[config.mk]
export PLATFORM = sky130hd
export DESIGN_NAME = spi_regfile_ctrl
export DESIGN_NICKNAME = d
export VERILOG_FILES = /design/src/rtl/spi_regfile_pkg.sv /design/src/rtl/spi_sync_edge.sv /design/src/rtl/spi_regfile_ctrl.sv
export SDC_FILE = /design/constraint.sdc
export NUM_CORES = 1
export LEC_CHECK = 0
export CELL_PAD_IN_SITES_DETAIL_PLACEMENT = 0
export CELL_PAD_IN_SITES_GLOBAL_PLACEMENT = 1
export CORE_ASPECT_RATIO = 1.75
export CORE_MARGIN = 2
export CORE_UTILIZATION = 41
export DETAILED_ROUTE_END_ITERATION = 12
export PLACE_DENSITY = 0.91
export SLEW_MARGIN = 20
export SYNTH_ARGS = -nofsm -noshare
export SYNTH_HDL_FRONTEND = slang
export SYNTH_SLANG_ARGS = --single-unit
[constraint.sdc]
create_clock -name clk -period 2.3 [get_ports clk]
set_clock_uncertainty 0.2 [all_clocks]
set_input_delay 0.46 -clock clk [delete_from_list [all_inputs] [get_ports clk]]
set_output_delay 0.46 -clock clk [all_outputs]
set_load 0.01 [all_outputs]
[src/rtl/spi_regfile_pkg.sv]
// spi_regfile_pkg: shared FSM state type and frame length helper for the SPI register file
package spi_regfile_pkg;
  typedef enum logic [1:0] {IDLE, ADDR, DATA, OVERRUN} state_t;
  function automatic int frame_bits(input int addr_w, input int data_w);
    return 1 + addr_w + data_w;
  endfunction
endpackage

[src/rtl/spi_sync_edge.sv]
// spi_sync_edge: 2-flop synchronizer with rise/fall pulses, edges suppressed until post-reset history is real
module spi_sync_edge #(
  parameter logic INIT = 1'b0
) (
  input  logic clk,
  input  logic rst,
  input  logic d,
  output logic rise,
  output logic fall
);
  logic [2:0] s_q, s_d, v_q, v_d;
  always_comb begin
    s_d = {s_q[1:0], d};
    v_d = {v_q[1:0], 1'b1};
  end
  always_ff @(posedge clk) begin
    if (rst) begin
      s_q <= {3{INIT}};
      v_q <= '0;
    end else begin
      s_q <= s_d;
      v_q <= v_d;
    end
  end
  assign rise = v_q[2] & s_q[1] & ~s_q[2];
  assign fall = v_q[2] & ~s_q[1] & s_q[2];
endmodule

[src/rtl/spi_regfile_ctrl.sv]
// spi_regfile_ctrl: SPI mode-0 peripheral giving read/write access to a flat register file
module spi_regfile_ctrl
  import spi_regfile_pkg::*;
#(
  parameter int NUM_REGS = 8,
  parameter int DATA_W   = 8,
  parameter int ADDR_W   = 7
) (
  input  logic                       clk,
  input  logic                       rst,
  input  logic                       sclk,
  input  logic                       copi,
  input  logic                       ncs,
  output logic                       cipo,
  output logic                       cipo_oe,
  output logic [NUM_REGS*DATA_W-1:0] regs,
  output logic                       wr_strobe,
  output logic [ADDR_W-1:0]          wr_addr,
  output logic                       frame_err
);
  localparam int FB = frame_bits(ADDR_W, DATA_W);
  localparam int CW = $clog2(FB + 1);
  logic sclk_rise, sclk_fall, ncs_rise, ncs_fall, copi_s, addr_ok;
  logic [1:0] copi_q, copi_d;
  state_t state_q, state_d;
  logic [CW-1:0] cnt_q, cnt_d;
  logic [FB-1:0] sin_q, sin_d, shifted;
  logic [DATA_W-1:0] sout_q, sout_d, cap_data, fr_data;
  logic [ADDR_W-1:0] fr_addr, cap_addr, wr_addr_q, wr_addr_d;
  logic [NUM_REGS*DATA_W-1:0] regs_q, regs_d;
  logic rd_q, rd_d, cipo_q, cipo_d, oe_q, oe_d, wr_strobe_q, wr_strobe_d, frame_err_q, frame_err_d;
  spi_sync_edge #(.INIT(1'b0)) u_sclk (.clk(clk), .rst(rst), .d(sclk), .rise(sclk_rise), .fall(sclk_fall));
  spi_sync_edge #(.INIT(1'b1)) u_ncs  (.clk(clk), .rst(rst), .d(ncs),  .rise(ncs_rise),  .fall(ncs_fall));
  assign copi_s   = copi_q[1];
  assign shifted  = {sin_q[FB-2:0], copi_s};
  assign fr_addr  = sin_q[DATA_W +: ADDR_W];
  assign fr_data  = sin_q[DATA_W-1:0];
  assign addr_ok  = int'(fr_addr) < NUM_REGS;
  assign cap_addr = shifted[ADDR_W-1:0];
  always_comb begin
    copi_d      = {copi_q[0], copi};
    state_d     = state_q;
    cnt_d       = cnt_q;
    sin_d       = sin_q;
    sout_d      = sout_q;
    rd_d        = rd_q;
    cipo_d      = cipo_q;
    oe_d        = oe_q;
    regs_d      = regs_q;
    wr_addr_d   = wr_addr_q;
    wr_strobe_d = 1'b0;
    frame_err_d = 1'b0;
    cap_data    = '0;
    for (int k = 0; k < NUM_REGS; k++)
      if (int'(cap_addr) == k) cap_data = regs_q[k*DATA_W +: DATA_W];
    if (ncs_rise && state_q != IDLE) begin
      state_d = IDLE;
      cipo_d  = 1'b0;
      oe_d    = 1'b0;
      if (state_q == DATA && cnt_q == CW'(FB) && addr_ok) begin
        if (sin_q[FB-1]) begin
          for (int k = 0; k < NUM_REGS; k++)
            if (int'(fr_addr) == k) regs_d[k*DATA_W +: DATA_W] = fr_data;
          wr_addr_d   = fr_addr;
          wr_strobe_d = 1'b1;
        end
      end else frame_err_d = 1'b1;
    end else if (state_q == IDLE) begin
      if (ncs_fall) begin
        state_d = ADDR;
        cnt_d   = '0;
        rd_d    = 1'b0;
      end
    end else begin
      if (sclk_rise) begin
        if (state_q == OVERRUN || cnt_q == CW'(FB)) state_d = OVERRUN;
        else begin
          sin_d = shifted;
          cnt_d = cnt_q + CW'(1);
          if (state_q == ADDR && cnt_q == CW'(ADDR_W)) begin
            state_d = DATA;
            sout_d  = cap_data;
            rd_d    = ~shifted[ADDR_W];
          end
        end
      end
      if (sclk_fall && rd_q) begin
        cipo_d = sout_q[DATA_W-1];
        sout_d = sout_q << 1;
        oe_d   = 1'b1;
      end
    end
  end
  always_ff @(posedge clk) begin
    if (rst) begin
      copi_q      <= '0;
      state_q     <= IDLE;
      cnt_q       <= '0;
      sin_q       <= '0;
      sout_q      <= '0;
      rd_q        <= 1'b0;
      cipo_q      <= 1'b0;
      oe_q        <= 1'b0;
      regs_q      <= '0;
      wr_addr_q   <= '0;
      wr_strobe_q <= 1'b0;
      frame_err_q <= 1'b0;
    end else begin
      copi_q      <= copi_d;
      state_q     <= state_d;
      cnt_q       <= cnt_d;
      sin_q       <= sin_d;
      sout_q      <= sout_d;
      rd_q        <= rd_d;
      cipo_q      <= cipo_d;
      oe_q        <= oe_d;
      regs_q      <= regs_d;
      wr_addr_q   <= wr_addr_d;
      wr_strobe_q <= wr_strobe_d;
      frame_err_q <= frame_err_d;
    end
  end
  assign cipo      = cipo_q;
  assign cipo_oe   = oe_q;
  assign regs      = regs_q;
  assign wr_addr   = wr_addr_q;
  assign wr_strobe = wr_strobe_q;
  assign frame_err = frame_err_q;
endmodule
# After elaboration in Yosys (flattened, before gate mapping)
# Cells that the tools add are included.
# Widths: inputs -> output; s select.
# word_totals
ff_bits	121
input_bits	5
output_inout_bits	75
elab_cells	129
# op_classes
n_addsub	1
n_lt_le_gt_ge	1
n_eq_ne	22
mux	30
n_bitwise	17
n_reduce_logical	33
# op_table
operator	n
$mux 8	12
$eq 7x4->1 const B	8
$reduce_and 4->1	10
$eq 7x3->1 const B	4
$mux 5	4
$eq 7x2->1 const B	2
$logic_not 7->1	2
$mux 2	5
$reduce_and 5->1	2
$reduce_bool 2->1	5
$mux 1	9
$not 1->1	9
$and 1x1->1	8
$lt 7x4->1 const B	1
$reduce_and 3->1	2
$add 5x1->5 const B	1
$eq 5x3->1 const B	1
$eq 5x5->1 const B	1
$logic_and 1x1->1	5
$eq 2x2->1 const B	2
$ne 2x2->1 const B	2
$reduce_or 2->1	2
$reduce_bool 3->1	1
$reduce_or 3->1	1
5 further kinds	5

# Longest topological paths before layout
# Gate-level depths: netlist of the first run.
# depth
word_depth	13
ltp_mapped	9
depth_no_buf	7

# Modules after synthesis
# A second synthesis of the first run with hierarchy kept.
# unflattened
hier_cells	582
area_unflattened_um2	5166.2
# modules_own_cells
mod	n_inst	cells_per_inst	area_each_um2
spi_regfile_ctrl	1	554	4820.9
spi_sync_edge	2	14	172.7

# Worst setup path before layout of the first run
# Ideal clock, no wire load.
# synth_timing
path_type	register to register
start	register cnt_q[0]
end	register sin_q[10]
setup_ns	0.128
t_arrival_ns	1.787
required_ns	1.972
setup_slack_ns	0.186
stages_incl_launch_ff	8
n_path_buf	1
synth_period_minus_slack_ns	2.114
cell_sequence	dfxtp_1 -> inv_1 -> ha_1 -> and4bb_4 -> nor4_4 -> buf_6 -> mux2i_1 -> nor2_1
# synth_via
elab_chain_cells	4
# synth_rtl
element	line_no	source
start, declared	spi_regfile_ctrl.sv:26	logic [CW-1:0] cnt_q, cnt_d;
start signal, assigned	spi_regfile_ctrl.sv:111	cnt_q <= cnt_d;
$eq 5x5->1	spi_regfile_ctrl.sv:76	if (state_q == OVERRUN || cnt_q == CW'(FB)) state_d = OVERRUN;
$logic_or 1x1->1	spi_regfile_ctrl.sv:76	
$not 1->1 (no source line)	n/a	
$reduce_and 4->1 (no source line)	n/a	
end signal, assigned	spi_regfile_ctrl.sv:112	sin_q <= sin_d;
end, declared	spi_regfile_ctrl.sv:27	logic [FB-1:0] sin_q, sin_d, shifted;
# No other way between the ends.
# A chain may end at the register's enable or synchronous reset.

# Worst setup path in the final report of the first run
# layout_timing
start	register cnt_q[0]
end	register regs_q[60] (netlist: regs[60])
# layout_via
elab_chain_cells	4
# layout_rtl
element	line_no	source
$eq 5x5->1	spi_regfile_ctrl.sv:60	if (state_q == DATA && cnt_q == CW'(FB) && addr_ok) begin
$logic_and 1x1->1 (2 in series)	spi_regfile_ctrl.sv:60	
$reduce_and 4->1 (no source line)	n/a	
end signal, assigned	spi_regfile_ctrl.sv:117	regs_q <= regs_d;
end, declared	spi_regfile_ctrl.sv:30	logic [NUM_REGS*DATA_W-1:0] regs_q, regs_d;
# No other way between the ends.

==> results of run 1 <==
registers in the layout (all words and copies together), names as in the netlist, 3 cells and up:
name / cells
u_sclk.s_q: 3
cnt_q: 5
sout_q: 8
wr_addr: 7
sin_q: 16
regs: 64
u_ncs.v_q: 3
u_ncs.s_q: 3
power by group:
part           internal, W  switching, W  total [W]
logic            0.0000279     0.0000539  0.0000818
registers          0.00205    0.00000584    0.00206
clock network      0.00185      0.000987    0.00284
critical path, delay by kind of cell (launching register included):
kind | cells | cell delay [ps]
DFF | 1 | 320
buffers and inverters | 2 | 240
adders and majority gates | 1 | 180
and+or+nand+nor | 4 | 810
muxes | 1 | 250
cells in the mapped netlist, types with 6 or more instances:
cell type and number:
mux2i_1 83, buf_2 8, nor2b_1 22, o21ai_0 7, mux4_2 8, nor3_1 12
nor2_1 103, nand2_1 33, clkbuf_1 21, nand4_4 6, dfxtp_1 118, and3_1 11
a21oi_1 9
how the worst min path moves through the flow:
| stage | depth (start not counted) | to | from | slack (ps) |
|---|---|---|---|---|
| 5_1_grt | 2 | rd_q$_SDFFE_PP0P_ | rst | 150 |
| 2_1_floorplan | 1 | u_ncs.s_q[1]$_SDFF_PP1_ | u_ncs.s_q[0]$_SDFF_PP1_ | 190 |
| 3_5_place_dp | 1 | u_ncs.s_q[1]$_SDFF_PP1_ | u_ncs.s_q[0]$_SDFF_PP1_ | 200 |
| 3_3_place_gp | 1 | u_ncs.s_q[1]$_SDFF_PP1_ | u_ncs.s_q[0]$_SDFF_PP1_ | 210 |
| 6_report | 2 | cnt_q[1]$_SDFFE_PP0P_ | rst | 130 |
| 4_1_cts | 2 | cnt_q[1]$_SDFFE_PP0P_ | rst | 130 |
area by class of cell:
| class | count | area share (%) |
|---|---|---|
| clock buffer | 18 | 6.462 |
| clock inverter | 14 | 2.927 |
| inverter | 5 | 0.2761 |
| multi-input combinational | 366 | 37.87 |
| sequential | 118 | 34.76 |
| tap | 168 | 3.093 |
| timing repair buffer | 100 | 14.62 |
per-layer routing:
layer,global-route usage [%],up-vias,part of all wire [%]
met5,0,-,0
met4,10.83,0,3.4
met3,4.063,27,3.8
met2,40.08,122,56
met1,21.99,2040,37
li1,-,1991,-
kinds of logic (layout without fill, tap and decap cells):
group | Yosys count | in the layout | synth area share [%]
fa+ha+maj | 2 | 2 | 0.4895
buf+inv | 38 | 137 | 3.427
compound gates | 44 | 44 | 5.924
xor+xnor | 4 | 4 | 0.6856
flops | 118 | 118 | 46.22
simple gates | 223 | 223 | 23.04
mux | 93 | 93 | 20.22
stage by stage:
stage          area, µm²  util (%)  setup slack (ps)  total power, W
6_report            6797     55.27             158.5        0.004978
5_1_grt             6797     55.27             13.12        0.005117
4_1_cts             6797     55.27             141.9        0.005015
3_5_place_dp        6158     50.08             161.6        0.002186
3_3_place_gp        6158     50.08             204.0        0.002184
2_1_floorplan       5111         -             185.9        0.002156
cells in the final DEF, fill, tap and decap left out, types with 5 or more instances in the layout:
cell / n
or2_2: 5
nor2_1: 103
nor2b_1: 22
mux2i_1: 83
and3_1: 11
clkbuf_16: 17
nand4_4: 6
nor3_1: 12
dfxtp_1: 118
o21ai_0: 7
mux4_2: 8
buf_4: 17
a21oi_1: 9
a31oi_1: 5
o31ai_1: 5
and2_1: 5
clkdlybuf4s50_1: 78
nand2_1: 33
nand3_1: 5
==> key figures, run 1 <==
Power
  – Lkg Pwr: ~3.0 nW
  – Pwr/cell area: 732.4 nW/µm²
  – VDD IR max: approximately 0.50 mV

Floorplan
  – Die width: around 90 µm
  – Row Count: 54
  – Initial Util: between 40 and 50%
  – I/O pin count: 80
  – Die ar.: ~13000 µm²
  – Core ar.: approximately 12000 µm²
  – Chip height: ~150 µm

Drt
  – DRC Markers: 0
  – DRT antenna net count: 0
  – Routed len/inst: ~17 µm
  – Via-per-instance ratio: ~5.3
  – Drt initial violations: between 200 and 250
  – Total Wirelength: approximately 14000 µm
  – Router iterations before antenna repair: 4
  – Via total after detailed routing: 4180

GRT
  – Vias in the first global route: approximately 4200
  – Overall routing resource usage: 21.43%
  – Pin count of the biggest net entering global routing: 56
  – First-pass GRT wire length: 21540 µm
  – Total gr overflow: 0
  – Antenna violations before repair: 0

Setup path
  – CP Data Required Time: 2400 ps
  – CP endpoint kind: register
  – CP Max Fanout: 11
  – Worst path cell trace: inv_1, ha_1, and4bb_4, and3_1, buf_12, nand3_2, mux2i_1, nor2_1
  – Worst r2r dst: regs[60]$_SDFFE_PP0P_
  – Critical path type: register to register
  – Startpoint types: register
  – Path depth of the worst reg2reg path: 8
  – WP data arrival: around 2200 ps
  – Slowest CP cell: dfxtp_1
  – CP max stage delay: between 300 and 400 ps
  – Critical R2R Launch: cnt_q[0]$_SDFFE_PP0P_
  – Crit path from: cnt_q[0]$_SDFFE_PP0P_
  – FF-to-FF setup slack: about 160 ps
  – Worst setup endpoint: regs[60]$_SDFFE_PP0P_

Clock tree
  – CTS H-tree lvls: 4
  – Clock Latency Late Sink: 410 ps
  – CTS resizes: 0
  – Clock sinks: 118
  – Root Driver: clkbuf_16
  – TritonCTS Buffers: 17
  – CTS tree: built
  – Postcts setup bufs: 0
  – Clk pin slew, worst setup/hold paths: about 50 ps
  – # hold bufs at CTS: 0
  – Longest Clk Path Bufs: 2

Finish
  – Layout cell share with drive strength beyond 1: a little over an eighth
  – Fillers: 1134
  – N_diodes: 0
  – Final non-filler cell total: slightly below 800
  – Area Growth Syn to Fin: 32.97%
  – NumNets Final: ~620
  – Multi-input logic area: ~2600 µm²
  – FF+latch area: between 2000 and 2500 µm²

Synth
  – Register area share after synthesis: a little under half
  – Post-synth cell types: ~50
  – Post-synth EDFFs: 0
  – Top FF cell, synth: dfxtp_1
  – Yosys reg bits: around 120
  – Ys async rst share: 0%
  – Largest area contributor in the netlist: dfxtp_1
  – Area contributors post-synth: dfxtp_1, mux2i_1, nor2_1
  – Avg Cell Area, Syn: between 9 and 10 µm²
  – Syn Nets: 529
  – Synth Warn #: 0
  – Top-area cell type share of the netlist area: about 46%
  – Post-Syn Area: ~5000 µm²
  – Syn Inst Count: between 500 and 600

Timing
  – Period utilization: slightly above 90%
  – Final Max Tran Viols: 0
  – Worst Tran Pin Value: ~580 ps
  – RSZ-0062 raised after global routing: no
  – Final Setup Violations: 0
  – Hold_ws: between 100 and 150 ps
  – Min Tclk post-route: approximately 2100 ps
  – Slew headroom: between 60 and 70%
  – Final hold vios: 0
  – Fmax: 0.4670 GHz
  – Setup_tns: 0 ps

Worst hold path
  – Worst min-delay path class: input port to register

Placement
  – PortBufs: 79
  – HPWL after detailed placement: 9839 µm
  – Total placed cells including tap cells: 757
  – Placer Congestion: between 0.8 and 0.9

Run
  – Max_cap viols: 0

Outcome
  – Status: finished clean
No activity file was read; power rests on OpenSTA's default activity.
==> run 2, diff against run 1 <==
CELL_PAD_IN_SITES_GLOBAL_PLACEMENT = 2   (was 1)
CORE_UTILIZATION = 34   (was 41)
MAX_ROUTING_LAYER = met4   (was default)
PLACE_DENSITY = 0.92   (was 0.91)
SLEW_MARGIN = default   (was 20)
==> run 2 against run 1 <==
Net effect:
- flip-flop and latch count unchanged
- critical path depth unchanged
- global-route usage down 3.0 points
- cell count up 1.8%
- total power down 2.7%
- non-clock buffer count unchanged
- hold slack better by 29 ps
- clock power down 5%
- clock-buffer cell count up 6
- final area down 0.37%
- die area up 20%
- combinational power down 1%
- highest routed layer unchanged
==> key figures, run 2 (synthesis gave the netlist of run 1 again) <==
Outcome
  – Status: finished clean

Power
  – Lkg Pwr: 2.937 nW (-0.54%)
  – Flop pwr share: 42.6% (+1.2 points)
  – Clock power frac: 55.7% (-1.3 points)
  – Pwr/cell area: 715.4 nW/µm² (-2.3%)
  – Total power: 0.004845 W (-2.7%)
  – Internal power: 0.003868 W (-1.6%)
  – VDD IR max: 0.4999 mV (-0.45%)
  – Sw frac: 20.15% (-0.88 points)
  – Combinational share of power: 1.7% (about the same)
  – Net switching power: 0.0009761 W (-6.8%)

Drt
  – DRT antenna net count: 0 (unchanged)
  – Via-per-instance ratio: 5.123 (-3.3%)
  – Drt initial violations: 174 (-19%)
  – Total Wirelength: 14210 µm (+3.9%)
  – Routed len/inst: 17.69 µm (+2.1%)
  – Router iterations before antenna repair: 4 (unchanged)
  – Via total after detailed routing: 4114 (-1.6%)
  – DRC Markers: 0 (unchanged)

Finish
  – Fillers: 1443 (+27%)
  – Area Growth Syn to Fin: 32.48%
  – Fin util: 45.86% (-9.4 points)
  – NumNets Final: 615 (unchanged)
  – N_diodes: 0 (unchanged)
  – Leading cell type in the layout, fill and taps excluded: dfxtp_1
  – Layout cell share with drive strength beyond 1: 12.90% (-0.30 points)
  – Fin area: 6771 µm² (-0.37%)
  – Most frequent cells in the layout: dfxtp_1, nor2_1, mux2i_1
  – Max reg flops: 64 (unchanged)
  – Final non-filler cell total: 803 (+1.8%)

Run
  – Max_cap viols: 0 (unchanged)

Setup path
  – CP endpoint kind: register
  – FF-to-FF setup slack: 120 ps (-40 ps)
  – Critical path type: register to register
  – CP Max Fanout: 8 (-3)
  – Startpoint types: register
  – WP data arrival: 2270 ps (+30 ps)
  – Worst r2r dst: regs[48]$_SDFFE_PP0P_
  – Path depth of the worst reg2reg path: 8 (unchanged)
  – Critical R2R Launch: cnt_q[0]$_SDFFE_PP0P_
  – CP Data Required Time: 2390 ps (about the same)

Timing
  – Final Setup Violations: 0 (unchanged)
  – Setup slack after layout: 116.4 ps (-42.09 ps)
  – Period utilization: 94.94% (+1.8 points)
  – Fmax: 0.4580 GHz (-1.9%)
  – Worst Tran Pin Value: 569.8 ps (-6.135 ps)
  – Final Max Tran Viols: 0 (unchanged)
  – Final hold vios: 0 (unchanged)
  – Slew headroom: 61.69% (+0.41 points)
  – Min Tclk post-route: 2184 ps (+42.09 ps)

Clock tree
  – # hold bufs at CTS: 0 (unchanged)
  – TritonCTS Buffers: 17 (unchanged)
  – CTS H-tree lvls: 4 (unchanged)
  – Clock Latency Late Sink: 410 ps (about the same)
  – Clk pin slew, worst setup/hold paths: 50 ps (about the same)
  – Longest Clk Path Bufs: 2 (unchanged)
  – CTS tree: built
  – Root Driver: clkbuf_16
  – Clock sinks: 118 (unchanged)

Placement
  – Total placed cells including tap cells: 772 (+2.0%)
  – HPWL after detailed placement: 10440 µm (+6.1%)
  – PortBufs: 79 (unchanged)
  – Setup slack at placement: 39.60 ps (-122.0 ps)
  – Placer Congestion: 0.8673 (+0.85%)
  – DP Area: 6140 µm² (-0.30%)

Floorplan
  – I/O pin count: 80 (unchanged)
  – Chip height: 166.2 µm (+9.6%)
  – Initial Util: 34.62% (-6.9 points)
  – Die ar.: 16070 µm² (+20%)
  – Die width: 96.69 µm (+9.4%)
  – Core ar.: 14760 µm² (+20%)
  – Row Count: 59 (+9.3%)

GRT
  – First-pass GRT wire length: 22550 µm (+4.7%)
  – Overall routing resource usage: 18.44% (-3.0 points)
  – Total gr overflow: 0 (unchanged)
  – Pin count of the biggest net entering global routing: 43 (-23%)
  – Antenna violations before repair: 0 (unchanged)
  – Vias in the first global route: 4224 (+0.62%)

Worst hold path
  – Worst min-delay path class: input port to register
  – Hold path depth: 2 (unchanged)
  – Hold endpoint: u_sclk.s_q[2]$_SDFF_PP0_
  – Hold path start: rst
run 2: through the flow:
stage / TNS (ps) / hold slack (ps)
3_3_place_gp: 0 / 208.1
5_1_grt: -16.03 / 167.9
3_5_place_dp: 0 / 219.9
6_report: 0 / 161.9
2_1_floorplan: 0 / 189.5
4_1_cts: 0 / 163.2
run 2: worst max path at each step:
stage / to / startpoint / slack [ps]
final: regs[48]$_SDFFE_PP0P_ / cnt_q[0]$_SDFFE_PP0P_ / 120
after detailed placement: regs[36]$_SDFFE_PP0P_ / cnt_q[0]$_SDFFE_PP0P_ / 40
after CTS: regs[36]$_SDFFE_PP0P_ / cnt_q[0]$_SDFFE_PP0P_ / 30
after floorplan: sin_q[10]$_SDFFE_PP0P_ / cnt_q[0]$_SDFFE_PP0P_ / 190
after global placement: regs[56]$_SDFFE_PP0P_ / cnt_q[0]$_SDFFE_PP0P_ / 90
after global routing: regs[53]$_SDFFE_PP0P_ / cnt_q[0]$_SDFFE_PP0P_ / -8
run 2: critical path, stage by stage, from the launching register on:
cell and delay, ps:
dfxtp_1 320, inv_1 90, ha_1 190, and4bb_4 320
and3_4 230, buf_4 160, nand4_4 260, mux2i_1 240
nor2_1 50
run 2: area by class of cell:
type	instances	area [µm²]	share of cell area (%)
clock buffer	24	481.7	7.114
multi-input combinational	366	2599	38.38
sequential	118	2364	34.90
clock inverter	7	120.1	1.774
timing repair buffer	100	959.7	14.17
tap	183	229.0	3.381
inverter	5	18.77	0.2772
run 2: timing repair:
| item | 4_1_cts | 5_1_grt |
|---|---|---|
| buffers inserted | 0 | 0 |
| gates resized for setup | 0 | 7 |
| setup endpoints to repair | 0 | 49 |
run 2: layer usage:
metal	part of all wire, %	wire length [µm]	up-vias	global-route usage [%]
met3	2.5	359	17	3.704
li1	-	-	2004	-
met4	2.3	331	0	7.103
met2	56	8024	95	34.66
met5	0	0	-	-
met1	39	5492	1998	18.40
run 2: power groups by stage:
stage / Combinational (W) / Clock [W] / Sequential, W
6_report: 0.0000809 / 0.00270 / 0.00206
5_1_grt: 0.0000891 / 0.00286 / 0.00206
4_1_cts: 0.0000818 / 0.00274 / 0.00206
3_5_place_dp: 0.0000813 / 0 / 0.00211
3_3_place_gp: 0.0000811 / 0 / 0.00211
2_1_floorplan: 0.0000552 / 0 / 0.00210
==> run 3, diff against run 2 <==
CELL_PAD_IN_SITES_DETAIL_PLACEMENT = default   (was 0)
CELL_PAD_IN_SITES_GLOBAL_PLACEMENT = default   (was 2)
CORE_UTILIZATION = 54   (was 34)
TNS_END_PERCENT = 1   (was default)
==> run 3 against run 2 <==
Net effect:
- cell count is 8.0% lower
- non-clock buffer count is 3 lower
- first-iteration DRC count is 29% higher
- critical endpoint is now regs[12]$_SDFFE_PP0P_
- fmax is 1.6% lower
- register-to-register slack worse by 30 ps
- combinational power hardly changed
- global-route usage is 11 points higher
- critical path type unchanged
- highest routed layer unchanged
- critical path depth stayed put
==> key figures, run 3 (synthesis gave the netlist of run 1 again) <==
Outcome
  – Status: finished clean

Timing
  – Min Tclk post-route: 2218 ps (+34.87 ps)
  – Setup_tns: 0 ps (unchanged)
  – Fmax: 0.4508 GHz (-1.6%)
  – Final hold vios: 0 (unchanged)
  – RSZ-0062 raised after global routing: no
  – Worst Tran Pin Value: 614.8 ps (+45.02 ps)
  – Final Max Tran Viols: 0 (unchanged)
  – Slew headroom: 58.67% (-3.0 points)
  – Final Setup Violations: 0 (unchanged)
  – Period utilization: 96.46% (+1.5 points)

GRT
  – Vias in the first global route: 4540 (+7.5%)
  – Antenna violations before repair: 0 (unchanged)
  – Overall routing resource usage: 29.73% (+11 points)
  – Pin count of the biggest net entering global routing: 100 (+130%)
  – Total gr overflow: 0 (unchanged)
  – First-pass GRT wire length: 22910 µm (+1.6%)

Drt
  – Total Wirelength: 14410 µm (+1.4%)
  – WL met1: 5165 µm (-6.0%)
  – Via total after detailed routing: 4397 (+6.9%)
  – Routed len/inst: 19.50 µm (+10%)
  – Router iterations before antenna repair: 5 (+1)
  – DRC Markers: 0 (unchanged)
  – Met2 WL: 7656 µm (-4.6%)
  – Max layer used: met4
  – Drt initial violations: 225 (+29%)
  – Via-per-instance ratio: 5.950 (+16%)
  – DRT antenna net count: 0 (unchanged)
  – Met3 Wirelength: 730 µm (+100%)

Setup path
  – Worst path cell trace: inv_2, ha_2, and4bb_4, and3_4, buf_12, nand4_4, mux2i_1, nor2_1
  – Worst setup endpoint: regs[12]$_SDFFE_PP0P_
  – CP max stage delay: 320 ps (about the same)
  – Slowest CP cell: dfxtp_1
  – CP endpoint kind: register
  – Path depth of the worst reg2reg path: 8 (unchanged)
  – Critical path type: register to register
  – FF-to-FF setup slack: 80 ps (-30 ps)
  – Crit path from: cnt_q[0]$_SDFFE_PP0P_
  – Worst r2r dst: regs[12]$_SDFFE_PP0P_
  – WP data arrival: 2290 ps (+20 ps)
  – Critical R2R Launch: cnt_q[0]$_SDFFE_PP0P_
  – CP Data Required Time: 2380 ps (about the same)
  – CP Max Fanout: 11 (+3)
  – Startpoint types: register

Placement
  – PortBufs: 79 (unchanged)
  – Placer Congestion: 0.8876 (+2.3%)
  – HPWL after detailed placement: 9605 µm (-8.0%)

Clock tree
  – Longest Clk Path Bufs: 2 (unchanged)
  – Postcts setup bufs: 0 (unchanged)
  – CTS H-tree lvls: 4 (unchanged)
  – Clock sinks: 118 (unchanged)
  – TritonCTS Buffers: 17 (unchanged)
  – # hold bufs at CTS: 0 (unchanged)
  – CTS tree: built
  – Clock Latency Late Sink: 410 ps (about the same)
  – Clk pin slew, worst setup/hold paths: 50 ps (about the same)
  – Root Driver: clkbuf_16
  – CTS resizes: 0 (unchanged)

Worst hold path
  – Worst min-delay path class: register to register
  – Hold path depth: 1 (-1)
  – Hold path start: u_ncs.s_q[0]$_SDFF_PP1_

Floorplan
  – Initial Util: 54.66% (+20 points)
  – Core ar.: 9350 µm² (-37%)
  – I/O pin count: 80 (unchanged)
  – Die ar.: 10290 µm² (-36%)
  – Die width: 77.55 µm (-20%)
  – Chip height: 132.7 µm (-20%)
  – Row Count: 47 (-20%)

Finish
  – Fillers: 620 (-57%)
  – Most frequent cells in the layout: dfxtp_1, nor2_1, mux2i_1
  – Max reg flops: 64 (unchanged)
  – Layout cell share with drive strength beyond 1: 13.45% (+0.55 points)
  – NumNets Final: 612 (-0.49%)
  – Multi-input logic area: 2599 µm² (unchanged)
  – Leading cell type in the layout, fill and taps excluded: dfxtp_1
  – N_diodes: 0 (unchanged)
  – FF+latch area: 2362 µm² (about the same)
  – Fin util: 71.40% (+26 points)
  – Area Growth Syn to Fin: 30.62%

Power
  – Internal power: 0.003852 W (-0.43%)
  – Flop pwr share: 42.7% (about the same)
  – Net switching power: 0.0009744 W (-0.17%)
  – VDD IR max: 0.5934 mV (+19%)
  – Pwr/cell area: 722.9 nW/µm² (+1.0%)
  – Sw frac: 20.19% (+0.042 points)
  – Lkg Pwr: 2.927 nW (-0.35%)
  – Clock power frac: 55.6% (about the same)
  – Combinational share of power: 1.7% (about the same)

Run
  – Max_cap viols: 0 (unchanged)
run 3: cell count changes in the layout (fill, tap and decap cells not counted), sizes merged:
cell,delta
buf,-3
clkbuf,-3
clkinv,+3
run 3: layer usage:
layer / GRT usage [%] / up-vias
met2: 50.72 / 211
met1: 28.70 / 2132
met5: - / -
met4: 21.63 / 0
met3: 7.231 / 69
li1: - / 1985
run 3: worst max-delay path, delay by kind of cell, from the launching register on:
kind                     cells  cell delay, ps
buffers and inverters        2             220
flip-flops                   1             320
adder cells (fa/ha/maj)      1             190
AND/OR/NAND/NOR              4             830
multiplexers                 1             300
run 3: area by class of cell:
type / count / share of cell area (%)
Sequential cell: 118 / 35.38
Timing Repair Buffer: 97 / 14.17
Inverter: 5 / 0.2811
Clock buffer: 21 / 7.046
Clock inverter: 10 / 1.912
Tap cell: 122 / 2.286
Multi-Input combinational cell: 366 / 38.92
run 3: per-stage QoR:
step / std cells / total power (W) / setup slack (ps) / hold WS [ps] / instance area (µm²)
finish: 739 / 0.004826 / 81.51 / 220.4 / 6676
global route: 739 / 0.004938 / 8.835 / 240.6 / 6676
CTS: 739 / 0.004831 / 74.46 / 224.6 / 6651
detailed placement: 708 / 0.002185 / 102.4 / 207.6 / 6053
global placement: 708 / 0.002183 / 166.9 / 205.0 / 6053
floorplan: 522 / 0.002156 / 185.9 / 189.5 / 5111
run 3: worst min-delay path by stage:
stage	slack, ps	to
global route	240	u_ncs.s_q[1]$_SDFF_PP1_
floorplan	190	u_ncs.s_q[1]$_SDFF_PP1_
detailed placement	210	u_ncs.s_q[1]$_SDFF_PP1_
finish	220	u_ncs.s_q[1]$_SDFF_PP1_
global placement	200	u_ncs.s_q[1]$_SDFF_PP1_
CTS	220	u_ncs.s_q[1]$_SDFF_PP1_
run 3: power by group through the flow:
stage / clock network [W] / logic, W / registers, W
final: 0.00268 / 0.0000808 / 0.00206
after global routing: 0.00279 / 0.0000872 / 0.00206
after CTS: 0.00269 / 0.0000797 / 0.00206
after detailed placement: 0 / 0.0000795 / 0.00211
after global placement: 0 / 0.0000779 / 0.00211
after floorplan: 0 / 0.0000552 / 0.00210
